<file path="src/rtl/i2c_slave_controller.sv">
// i2c_slave_controller: byte-level I2C target that decodes address, pointer and data bytes,
// drives the target ACK bit and feeds read bytes to the bus interface. Optional: I2C_GENERAL_CALL_EN.
module i2c_slave_controller #(
    parameter logic [6:0] DEV_ADDR = 7'h40,
    parameter int         NUM_REGS = 16,
    parameter int         ADDR_W   = $clog2(NUM_REGS)
) (
    input  logic              clk,
    input  logic              reset,
    input  logic              scl_i,
    input  logic              sda_i,
    input  logic [7:0]        rx_data,
    input  logic              rx_valid,
    input  logic              start_i,
    input  logic              stop_i,
    output logic [7:0]        tx_data,
    output logic              tx_req,
    input  logic              tx_ready,
    output logic              ack_drive_o,
    output logic [ADDR_W-1:0] reg_addr,
    output logic [7:0]        reg_wdata,
    output logic              reg_we,
    input  logic [7:0]        reg_rdata,
    output logic              soft_reset_o
);

    typedef enum logic [3:0] {
        ST_IDLE      = 4'd0,
        ST_DEV_ADDR  = 4'd1,
        ST_REG_PTR   = 4'd2,
        ST_WR_DATA   = 4'd3,
        ST_RD_LOAD   = 4'd4,
        ST_RD_SHIFT  = 4'd5,
        ST_RD_MACK   = 4'd6,
        ST_WAIT_STOP = 4'd7,
        ST_GC_CMD    = 4'd8
    } state_t;

    typedef enum logic [1:0] {
        ACK_NONE  = 2'd0,
        ACK_ARMED = 2'd1,
        ACK_DRIVE = 2'd2
    } ack_t;

    state_t            state_r, state_s;
    ack_t              ack_r, ack_s;
    logic [ADDR_W-1:0] ptr_r, ptr_s;
    logic              scl_prev_r, tx_ready_prev_r;
    logic              mack_ok_r, mack_ok_s;
    logic              ack_drive_r, ack_drive_s;
    logic              tx_req_r, tx_req_s;
    logic [7:0]        tx_data_r, tx_data_s;
    logic              reg_we_r, reg_we_s;
    logic [7:0]        reg_wdata_r, reg_wdata_s;
    logic              load_s;
`ifdef I2C_GENERAL_CALL_EN
    logic              soft_reset_r, soft_reset_s;
`endif

    logic scl_fall_s, scl_rise_s, tx_rdy_rise_s, load_go_s;
    assign scl_fall_s    = scl_prev_r & ~scl_i;
    assign scl_rise_s    = ~scl_prev_r & scl_i;
    assign tx_rdy_rise_s = ~tx_ready_prev_r & tx_ready;
    // A read load may go once the address ACK has been released (or on the releasing edge itself).
    assign load_go_s     = tx_ready & ((ack_r == ACK_NONE) | ((ack_r == ACK_DRIVE) & scl_fall_s));

    // Next-state, ACK window and output decode.
    always_comb begin
        state_s     = state_r;
        ack_s       = ack_r;
        ack_drive_s = ack_drive_r;
        ptr_s       = reg_we_r ? (ptr_r + ADDR_W'(1)) : ptr_r;
        mack_ok_s   = mack_ok_r;
        tx_req_s    = 1'b0;
        tx_data_s   = tx_data_r;
        reg_we_s    = 1'b0;
        reg_wdata_s = reg_wdata_r;
        load_s      = 1'b0;
`ifdef I2C_GENERAL_CALL_EN
        soft_reset_s = 1'b0;
`endif

        case (ack_r)
            ACK_ARMED: begin
                if (scl_fall_s) begin
                    ack_s       = ACK_DRIVE;
                    ack_drive_s = 1'b1;
                end else begin
                    ack_s = ACK_ARMED;
                end
            end
            ACK_DRIVE: begin
                if (scl_fall_s) begin
                    ack_s       = ACK_NONE;
                    ack_drive_s = 1'b0;
                end else begin
                    ack_s = ACK_DRIVE;
                end
            end
            default: begin
                ack_s       = ACK_NONE;
                ack_drive_s = 1'b0;
            end
        endcase

        if (stop_i) begin
            state_s     = ST_IDLE;
            ack_s       = ACK_NONE;
            ack_drive_s = 1'b0;
            mack_ok_s   = 1'b0;
        end else if (start_i) begin
            state_s     = ST_DEV_ADDR;
            ack_s       = ACK_NONE;
            ack_drive_s = 1'b0;
            mack_ok_s   = 1'b0;
        end else begin
            case (state_r)
                ST_DEV_ADDR: begin
                    if (rx_valid) begin
                        if (rx_data[7:1] == DEV_ADDR) begin
                            ack_s   = ACK_ARMED;
                            state_s = rx_data[0] ? ST_RD_LOAD : ST_REG_PTR;
`ifdef I2C_GENERAL_CALL_EN
                        end else if (rx_data == 8'h00) begin
                            ack_s   = ACK_ARMED;
                            state_s = ST_GC_CMD;
`endif
                        end else begin
                            state_s = ST_WAIT_STOP;
                        end
                    end else begin
                        state_s = ST_DEV_ADDR;
                    end
                end
                ST_REG_PTR: begin
                    if (rx_valid) begin
                        ptr_s   = rx_data[ADDR_W-1:0];
                        ack_s   = ACK_ARMED;
                        state_s = ST_WR_DATA;
                    end else begin
                        state_s = ST_REG_PTR;
                    end
                end
                ST_WR_DATA: begin
                    // Pointer advances the cycle after the strobe so reg_addr holds during reg_we.
                    if (rx_valid) begin
                        reg_we_s    = 1'b1;
                        reg_wdata_s = rx_data;
                        ack_s       = ACK_ARMED;
                    end else begin
                        state_s = ST_WR_DATA;
                    end
                end
                ST_RD_LOAD: begin
                    load_s = load_go_s;
                end
                ST_RD_SHIFT: begin
                    if (tx_rdy_rise_s) begin
                        state_s   = ST_RD_MACK;
                        mack_ok_s = 1'b0;
                    end else begin
                        state_s = ST_RD_SHIFT;
                    end
                end
                ST_RD_MACK: begin
                    if (mack_ok_r) begin
                        if (scl_fall_s) begin
                            mack_ok_s = 1'b0;
                            if (tx_ready) begin
                                load_s = 1'b1;
                            end else begin
                                state_s = ST_RD_LOAD;
                            end
                        end else begin
                            state_s = ST_RD_MACK;
                        end
                    end else if (scl_rise_s) begin
                        if (sda_i) begin
                            state_s = ST_WAIT_STOP;
                        end else begin
                            mack_ok_s = 1'b1;
                        end
                    end else begin
                        state_s = ST_RD_MACK;
                    end
                end
`ifdef I2C_GENERAL_CALL_EN
                ST_GC_CMD: begin
                    if (rx_valid) begin
                        state_s = ST_WAIT_STOP;
                        if (rx_data == 8'h06) begin
                            ack_s        = ACK_ARMED;
                            soft_reset_s = 1'b1;
                            ptr_s        = {ADDR_W{1'b0}};
                        end else begin
                            ack_s = ack_r;
                        end
                    end else begin
                        state_s = ST_GC_CMD;
                    end
                end
`endif
                default: begin
                    state_s = state_r;
                end
            endcase
        end

        if (load_s) begin
            tx_req_s  = 1'b1;
            tx_data_s = reg_rdata;
            ptr_s     = ptr_r + ADDR_W'(1);
            state_s   = ST_RD_SHIFT;
        end else begin
            tx_req_s = 1'b0;
        end
    end

    // State and registered-output update.
    always_ff @(posedge clk or posedge reset) begin
        if (reset) begin
            state_r         <= ST_IDLE;
            ack_r           <= ACK_NONE;
            ptr_r           <= {ADDR_W{1'b0}};
            scl_prev_r      <= 1'b1;
            tx_ready_prev_r <= 1'b1;
            mack_ok_r       <= 1'b0;
            ack_drive_r     <= 1'b0;
            tx_req_r        <= 1'b0;
            tx_data_r       <= 8'h00;
            reg_we_r        <= 1'b0;
            reg_wdata_r     <= 8'h00;
`ifdef I2C_GENERAL_CALL_EN
            soft_reset_r    <= 1'b0;
`endif
        end else begin
            state_r         <= state_s;
            ack_r           <= ack_s;
            ptr_r           <= ptr_s;
            scl_prev_r      <= scl_i;
            tx_ready_prev_r <= tx_ready;
            mack_ok_r       <= mack_ok_s;
            ack_drive_r     <= ack_drive_s;
            tx_req_r        <= tx_req_s;
            tx_data_r       <= tx_data_s;
            reg_we_r        <= reg_we_s;
            reg_wdata_r     <= reg_wdata_s;
`ifdef I2C_GENERAL_CALL_EN
            soft_reset_r    <= soft_reset_s;
`endif
        end
    end

    assign tx_data     = tx_data_r;
    assign tx_req      = tx_req_r;
    assign ack_drive_o = ack_drive_r;
    assign reg_addr    = ptr_r;
    assign reg_wdata   = reg_wdata_r;
    assign reg_we      = reg_we_r;
`ifdef I2C_GENERAL_CALL_EN
    assign soft_reset_o = soft_reset_r;
`else
    assign soft_reset_o = 1'b0;
`endif

endmodule

</file>
<file path="config.mk">
export PLATFORM = sky130hd
export DESIGN_NAME = i2c_slave_controller
export DESIGN_NICKNAME = d
export VERILOG_FILES = /design/src/rtl/i2c_slave_controller.sv
export SDC_FILE = /design/constraint.sdc
export NUM_CORES = 1
export LEC_CHECK = 0
export CAP_MARGIN = 40
export CORE_MARGIN = 2
export CORE_UTILIZATION = 47
export DETAILED_ROUTE_END_ITERATION = 6
export PLACE_DENSITY_LB_ADDON = 0.08
export SYNTH_ARGS = -nofsm -noshare
export SYNTH_HDL_FRONTEND = slang
export SYNTH_SLANG_ARGS = --single-unit
</file>
<file path="constraint.sdc">
create_clock -name clk -period 2.2 [get_ports clk]
set_clock_uncertainty 0.1 [all_clocks]
set_input_delay 0.33 -clock clk [delete_from_list [all_inputs] [get_ports clk]]
set_output_delay 0.33 -clock clk [all_outputs]
set_load 0.01 [all_outputs]
</file>
After elaboration in Yosys (flattened, before gate mapping)
Index checks and enable logic that the tools add are counted.
- add/subtract/negate cells: 1
- eq/ne operators: 15
- muxes and demuxes: 54
- bitwise operators: 11
- reduce and logical (&&, ||, !) cells: 8
- operators with widths (operator ; count):
    two-way mux 4 bit ; 16
    two-way mux 1 bit ; 22
    one-hot mux 4 bit (5 select lines) ; 1
    two-way mux 2 bit ; 8
    != test 7 bit (second input constant) ; 2
    == test 4 x 3 -> 1 bit (second input constant) ; 3
    != test 4 bit (second input constant) ; 3
    == test 4 x 2 -> 1 bit (second input constant) ; 2
    one-hot mux 2 bit (2 select lines) ; 2
    AND reduction 4 bit ; 2
    nonzero test 8 bit ; 1
    == test 7 bit (second input constant) ; 1
    two-way mux 3 bit ; 2
    one-hot mux 1 bit (2 select lines) ; 3
    AND 1 bit ; 5
    != test 5 bit (second input constant) ; 1
    inverter 1 bit ; 5
    adder 4 x 1 -> 4 bit (second input constant) ; 1
    == test 4 x 1 -> 1 bit (second input constant) ; 1
    AND reduction 2 bit ; 2
    nonzero test 4 bit ; 1
    == test 2 x 1 -> 1 bit (second input constant) ; 1
    == test 2 bit (second input constant) ; 1
    logical NOT 2 bit ; 1
    other kinds (2) ; 2
- register bits after elaboration: 32
- input port bits: 24
- output and inout port bits: 24
- word-level logic and storage cells: 100

Logic depth before layout (Yosys ltp)
- depth in word-level cells: 10
- mapped depth: 8
- depth with buffers taken out: 6

Least setup slack after synthesis
Ideal clock, no wire load.
- path type: register to register
- start: register state_r[0]
- end: register tx_data_r[2] (netlist: tx_data[2])
- setup time: 0.127 ns
- arrival time: 1.687 ns
- data required time: 1.973 ns
- path slack: 0.285 ns
- cell stages (with the launch flop): 8
- buffers on the path: 2
- period minus slack after synthesis: 1.915 ns
- cell sequence: dfrtp_1 -> inv_1 -> ha_1 -> buf_4 -> nand4b_1 -> a31oi_4 -> buf_6 -> mux2_1
- cells in the longest elaborated chain, start to end: 4
- elaborated cells between the ends (all ways): 5
- classes of those cells: eq/ne (2); mux (3)
- RTL lines (element ; line ; text):
    from (decl) ; 45 ; state_t state_r, state_s;
    from (signal assigned) ; 237 ; state_r <= state_s;
    == test 4 x 3 -> 1 bit ; 117 ; case (state_r)
    one-hot mux 1 bit (2 select lines) * ; 117 ;
    two-way mux 1 bit * ; 111 ; end else if (start_i) begin
    two-way mux 1 bit * ; 106 ; if (stop_i) begin
    named net load_s ; 55 ; logic load_s;
    to (signal assigned) ; 245 ; tx_data_r <= tx_data_s;
    to (decl) ; 52 ; logic [7:0] tx_data_r, tx_data_s;
Mark *: on every way through the listed nets, which the timed path passes. The rest lies on a longest branch.
A chain may end at the register's enable or synchronous reset.

Final worst setup path
- start: register state_r[0]
- end: register tx_data_r[2] (netlist: tx_data[2])
- cells in the longest elaborated chain, start to end: 4
- elaborated cells between the ends (all ways): 5
- classes of those cells: eq/ne (2); mux (3)
- RTL lines (element ; line):
    == test 4 x 3 -> 1 bit ; 117
    one-hot mux 1 bit (2 select lines) * ; 117
    two-way mux 1 bit * ; 111
    two-way mux 1 bit * ; 106
Every way passes the cells marked *; elsewhere a longest branch is shown, timed or not.

==> results.md <==
- Port buffering added 46 buffers.
- Of the post-synthesis cell area, the part taken by muxes is 12.9%.
- The placeable core region is 3420 µm².
- The number of fill cells is 274.
- The initial standard-cell utilization of the core is 50.3%.
- The number of max-slew violations in the final report came to 0.
- The net switching fraction of the power is 29.4%.
- The total negative slack for setup checks is 0 ps.
- Of the available clock period, the critical path in the final layout requires 94.3%.
- The area enclosed by the die boundary is 4150 µm².
- Based on the critical path, the design can be clocked at up to 482 MHz.
- In the layout the commonest cells are 46 x sky130_fd_sc_hd__clkdlybuf4s50_1, 29 x sky130_fd_sc_hd__dfrtp_1, 14 x sky130_fd_sc_hd__buf_4, 9 x sky130_fd_sc_hd__mux2_2.
- The post-route antenna net violation count is 0.
- The violation count after the first detailed-route iteration is 75.
- The clock latency at the later pin of the worst-skew pair is 330 ps.
- Synthesis produced a netlist whose cell count is 151.
- The routed layout has 1,492 vias.
- At the worst endpoint, the required time is 2320 ps.
- The x dimension of the die is 64.4 µm.
- The number of cells after detailed placement is 245.
- The flow ran to the end, and the final reports show no timing, DRC or antenna violations.
- From bottom edge to top edge, the die measures 64.4 µm.
- The sequential-to-total area share from yosys stat is 45.3%.
- Row generation in the floorplan step produced 21 rows.
- The path class of the tightest hold or removal check is primary input to asynchronous set/reset pin.
- The count of cells in the finished layout, fillers not included, comes to 260.
- Using the TritonRoute via totals, the vias-per-cell ratio works out to 5.74.
- After clock tree synthesis, the clock-pin slew on the worst setup and hold paths is 100 ps.
- The post-place instance area is 2250 µm².
- The combined global-route utilization of all metal layers is 22.9%.
- The count of inserted antenna diode cells is 0.
- The TritonCTS sink count is 31.
- Cells with a size suffix above 1 make up 17.8% of the layout.
- Summed over all layers, the global routing overflow is 0.
- The maximum fanout encountered on the critical timing path is 10.
- The most instantiated flip-flop cell in the synthesis netlist is sky130_fd_sc_hd__dfrtp_1.
- The number of max-cap violations is 0.
- The worst setup path is captured at a flip-flop.
- In the final design database the tool counted 245 nets.
- Setup repair after global routing left no endpoint under its margin.
- The number of distinct standard cells referenced by the synthesized netlist is 53.
- Detailed placement ended at an HPWL of 3110 µm.
- The worst-case IR drop observed on VDD is 500 µV.
- The pin count of the biggest net entering global routing is 32.
- The post-synthesis cell area is 1720 µm².
- Dividing total power by cell area gives a power density of 596 nW/µm².
- The first-pass GRT wire length is 7270 µm.
- In the routed design, unresolved DRC markers number 0.
- The Yosys warning count is 0.
- The critical path arrival is 2190 ps.
- The number of antenna violations at the first check in global routing is 0.
- sky130_fd_sc_hd__dfrtp_1 takes more of the synthesized area than any other cell.
- The share of total power dissipated in the clock network is 22.8%.
- The number of setup buffers added after CTS is 0.
- For this design the top-level I/O count stands at 48.
- The hold violation total from the final report came to 0.
- The library cell used most frequently in the layout, excluding fill and tap cells, is sky130_fd_sc_hd__clkdlybuf4s50_1.
- The share of Yosys cell area claimed by the top area cell type is 42.3%.
- The tree is rooted in a sky130_fd_sc_hd__clkbuf_4.
- The simple logic cell fraction of the synthesized area is 15.6%.
- Of all flip-flops after synthesis, the portion carrying an async set or reset was 100%.
- After routing the design area is 2350 µm².
- The final-report setup violation count is 0.
- The shortest clock period the worst path allows after layout is 2070 ps.
- The synthesized netlist devotes 0% of its cell area to XOR and XNOR gates.
- STA classifies the critical path startpoint as a flip-flop.
- Hold repair after CTS inserted 0 buffers.
- The largest family of logic cells by synthesized area is compound AO/OA/AOI/OAI gates.
- The final weighted congestion of routability-driven global placement is 0.868.
- The longest clock path from root to sink contains 2 buffers.
- In this run, flip-flops and latches consume 49.7% of the power.
- The tightest hold path in the finished design has a slack of 262 ps.
- The number of flip-flops and latches in the synthesized netlist is 31.
- The cell internal power dissipation is 0.990 mW.
- For this run, the share of the core covered by cells in the final layout is 68.9%.
- Counting the buffers created by CTS gives 5.
- The number of flops mapped to enable cells by yosys is 0.
- A synthesized cell averages 11.4 µm².
- The length of the first detailed-routing pass in iterations is 4.
- The layout-stage area growth over the synthesis result is 37.1%.
- Counting every net in the synthesized netlist gives 183.
- The compound-gate portion of the synthesized area is 16.5%.
- In the final routed layout, each cell accounts on average for 16.0 µm.
- The H-tree level count is 2.
- Per report_power, the combinational group accounts for 27.5% of the total.
- The CTS tree is yes.
- For this design the total switching power over the nets is 0.412 mW.
- The leakage power is 1.07 nW.
- After detailed routing, the total wire length is 4160 µm.
- The post-synthesis adder-cell area fraction is 5.83%.
- Ranked by total cell area, the synthesized netlist is headed by sky130_fd_sc_hd__dfrtp_1 42%, sky130_fd_sc_hd__mux2_2 5.9%, sky130_fd_sc_hd__ha_1 5.8%, sky130_fd_sc_hd__mux2_1 5.2%, sky130_fd_sc_hd__dfstp_2 3.1%.
- After clock tree synthesis, the repair step resized 0 gates.
- The category of the critical setup timing path is flip-flop to flip-flop.
- The via count of the first global-routing pass came to 1,581.
worst max-delay path, cell delays in order (launching register included):
cell                       delay [ps]
sky130_fd_sc_hd__dfrtp_1          430
sky130_fd_sc_hd__inv_1            110
sky130_fd_sc_hd__ha_1             240
sky130_fd_sc_hd__nand4b_1         220
sky130_fd_sc_hd__a31oi_4          380
sky130_fd_sc_hd__buf_4            180
sky130_fd_sc_hd__mux2_1           300
final timing paths:
path / from / endpoint / slack (ps) / depth (start not counted)
worst max-delay path: state_r[0] / tx_data[2] / 130 / 6
worst min-delay path: reset / tx_data[0] / 260 / 3
worst max register to register: state_r[0] / tx_data[2] / 130 / 6
worst min register to register: tx_data[2] / tx_data[2] / 400 / 1
max in group asynchronous: reset / tx_ready_prev_r / 1400 / 3
min in group clk: tx_data[2] / tx_data[2] / 400 / 1
power groups by stage:
stage / logic [mW] / registers [mW] / clock network (mW)
detailed placement: 0.386 / 0.706 / 0
CTS: 0.388 / 0.696 / 0.333
global route: 0.423 / 0.708 / 0.370
finish: 0.386 / 0.696 / 0.320
floorplan: 0.146 / 0.724 / 0
global placement: 0.379 / 0.700 / 0
stage by stage:
step | setup slack (ps) | power, mW
6_report | 126 | 1.40
2_1_floorplan | 285 | 0.869
3_5_place_dp | 9.75 | 1.09
5_1_grt | 17.7 | 1.50
3_3_place_gp | 92.0 | 1.08
4_1_cts | 155 | 1.42
per-layer routing:
layer,vias up,GRT usage [%],share of wire [%]
met2,59,37.5,50
met3,7,7.12,5.8
li1,692,-,-
met1,734,28.0,43
met5,-,0,0
met4,0,9.84,1.4
Yosys cell counts (2+ instances only):
cell,n
sky130_fd_sc_hd__nand4_1,2
sky130_fd_sc_hd__nor3_1,2
sky130_fd_sc_hd__nor2b_1,3
sky130_fd_sc_hd__o21ai_0,3
sky130_fd_sc_hd__mux2i_1,3
sky130_fd_sc_hd__a21o_1,3
sky130_fd_sc_hd__o21a_1,2
sky130_fd_sc_hd__mux2_2,9
sky130_fd_sc_hd__buf_4,2
sky130_fd_sc_hd__nand2_1,6
sky130_fd_sc_hd__a21oi_1,5
sky130_fd_sc_hd__nand4b_1,2
sky130_fd_sc_hd__a22oi_1,2
sky130_fd_sc_hd__nand3_1,2
sky130_fd_sc_hd__buf_2,2
sky130_fd_sc_hd__a41oi_1,2
sky130_fd_sc_hd__and3_1,4
sky130_fd_sc_hd__nand2b_1,4
sky130_fd_sc_hd__nor4_1,5
sky130_fd_sc_hd__inv_1,7
sky130_fd_sc_hd__a21boi_0,2
sky130_fd_sc_hd__ha_1,8
sky130_fd_sc_hd__mux2_1,8
sky130_fd_sc_hd__dfstp_2,2
sky130_fd_sc_hd__nor3b_1,2
sky130_fd_sc_hd__dfrtp_1,29
sky130_fd_sc_hd__nor2_1,4
state kept, by name (all words and copies together), names as in the netlist:
name,count
state_r,3
mack_ok_r,1
reg_wdata,8
ack_drive_o,1
scl_prev_r,1
reg_addr,4
reg_we,1
tx_req,1
ack_r,2
tx_ready_prev_r,1
tx_data,8
final cells by class:
class                      count  area, µm²  area share, %
timing repair buffer          60        566           24.0
tap                           46       57.6           2.45
clock inverter                 1       5.00          0.213
clock buffer                   7       45.0           1.91
multi-input combinational    108        876           37.2
inverter                       7       26.3           1.12
sequential                    31        778           33.1
cells by family after synthesis:
group	count (synthesis)
and+or+nand+nor	43
AOI/OAI and AO/OA	36
muxes	20
buffers and inverters	12
other	1
DFF	31
adders and majority gates	8
Note: power is estimated with default switching activity, not from simulation.
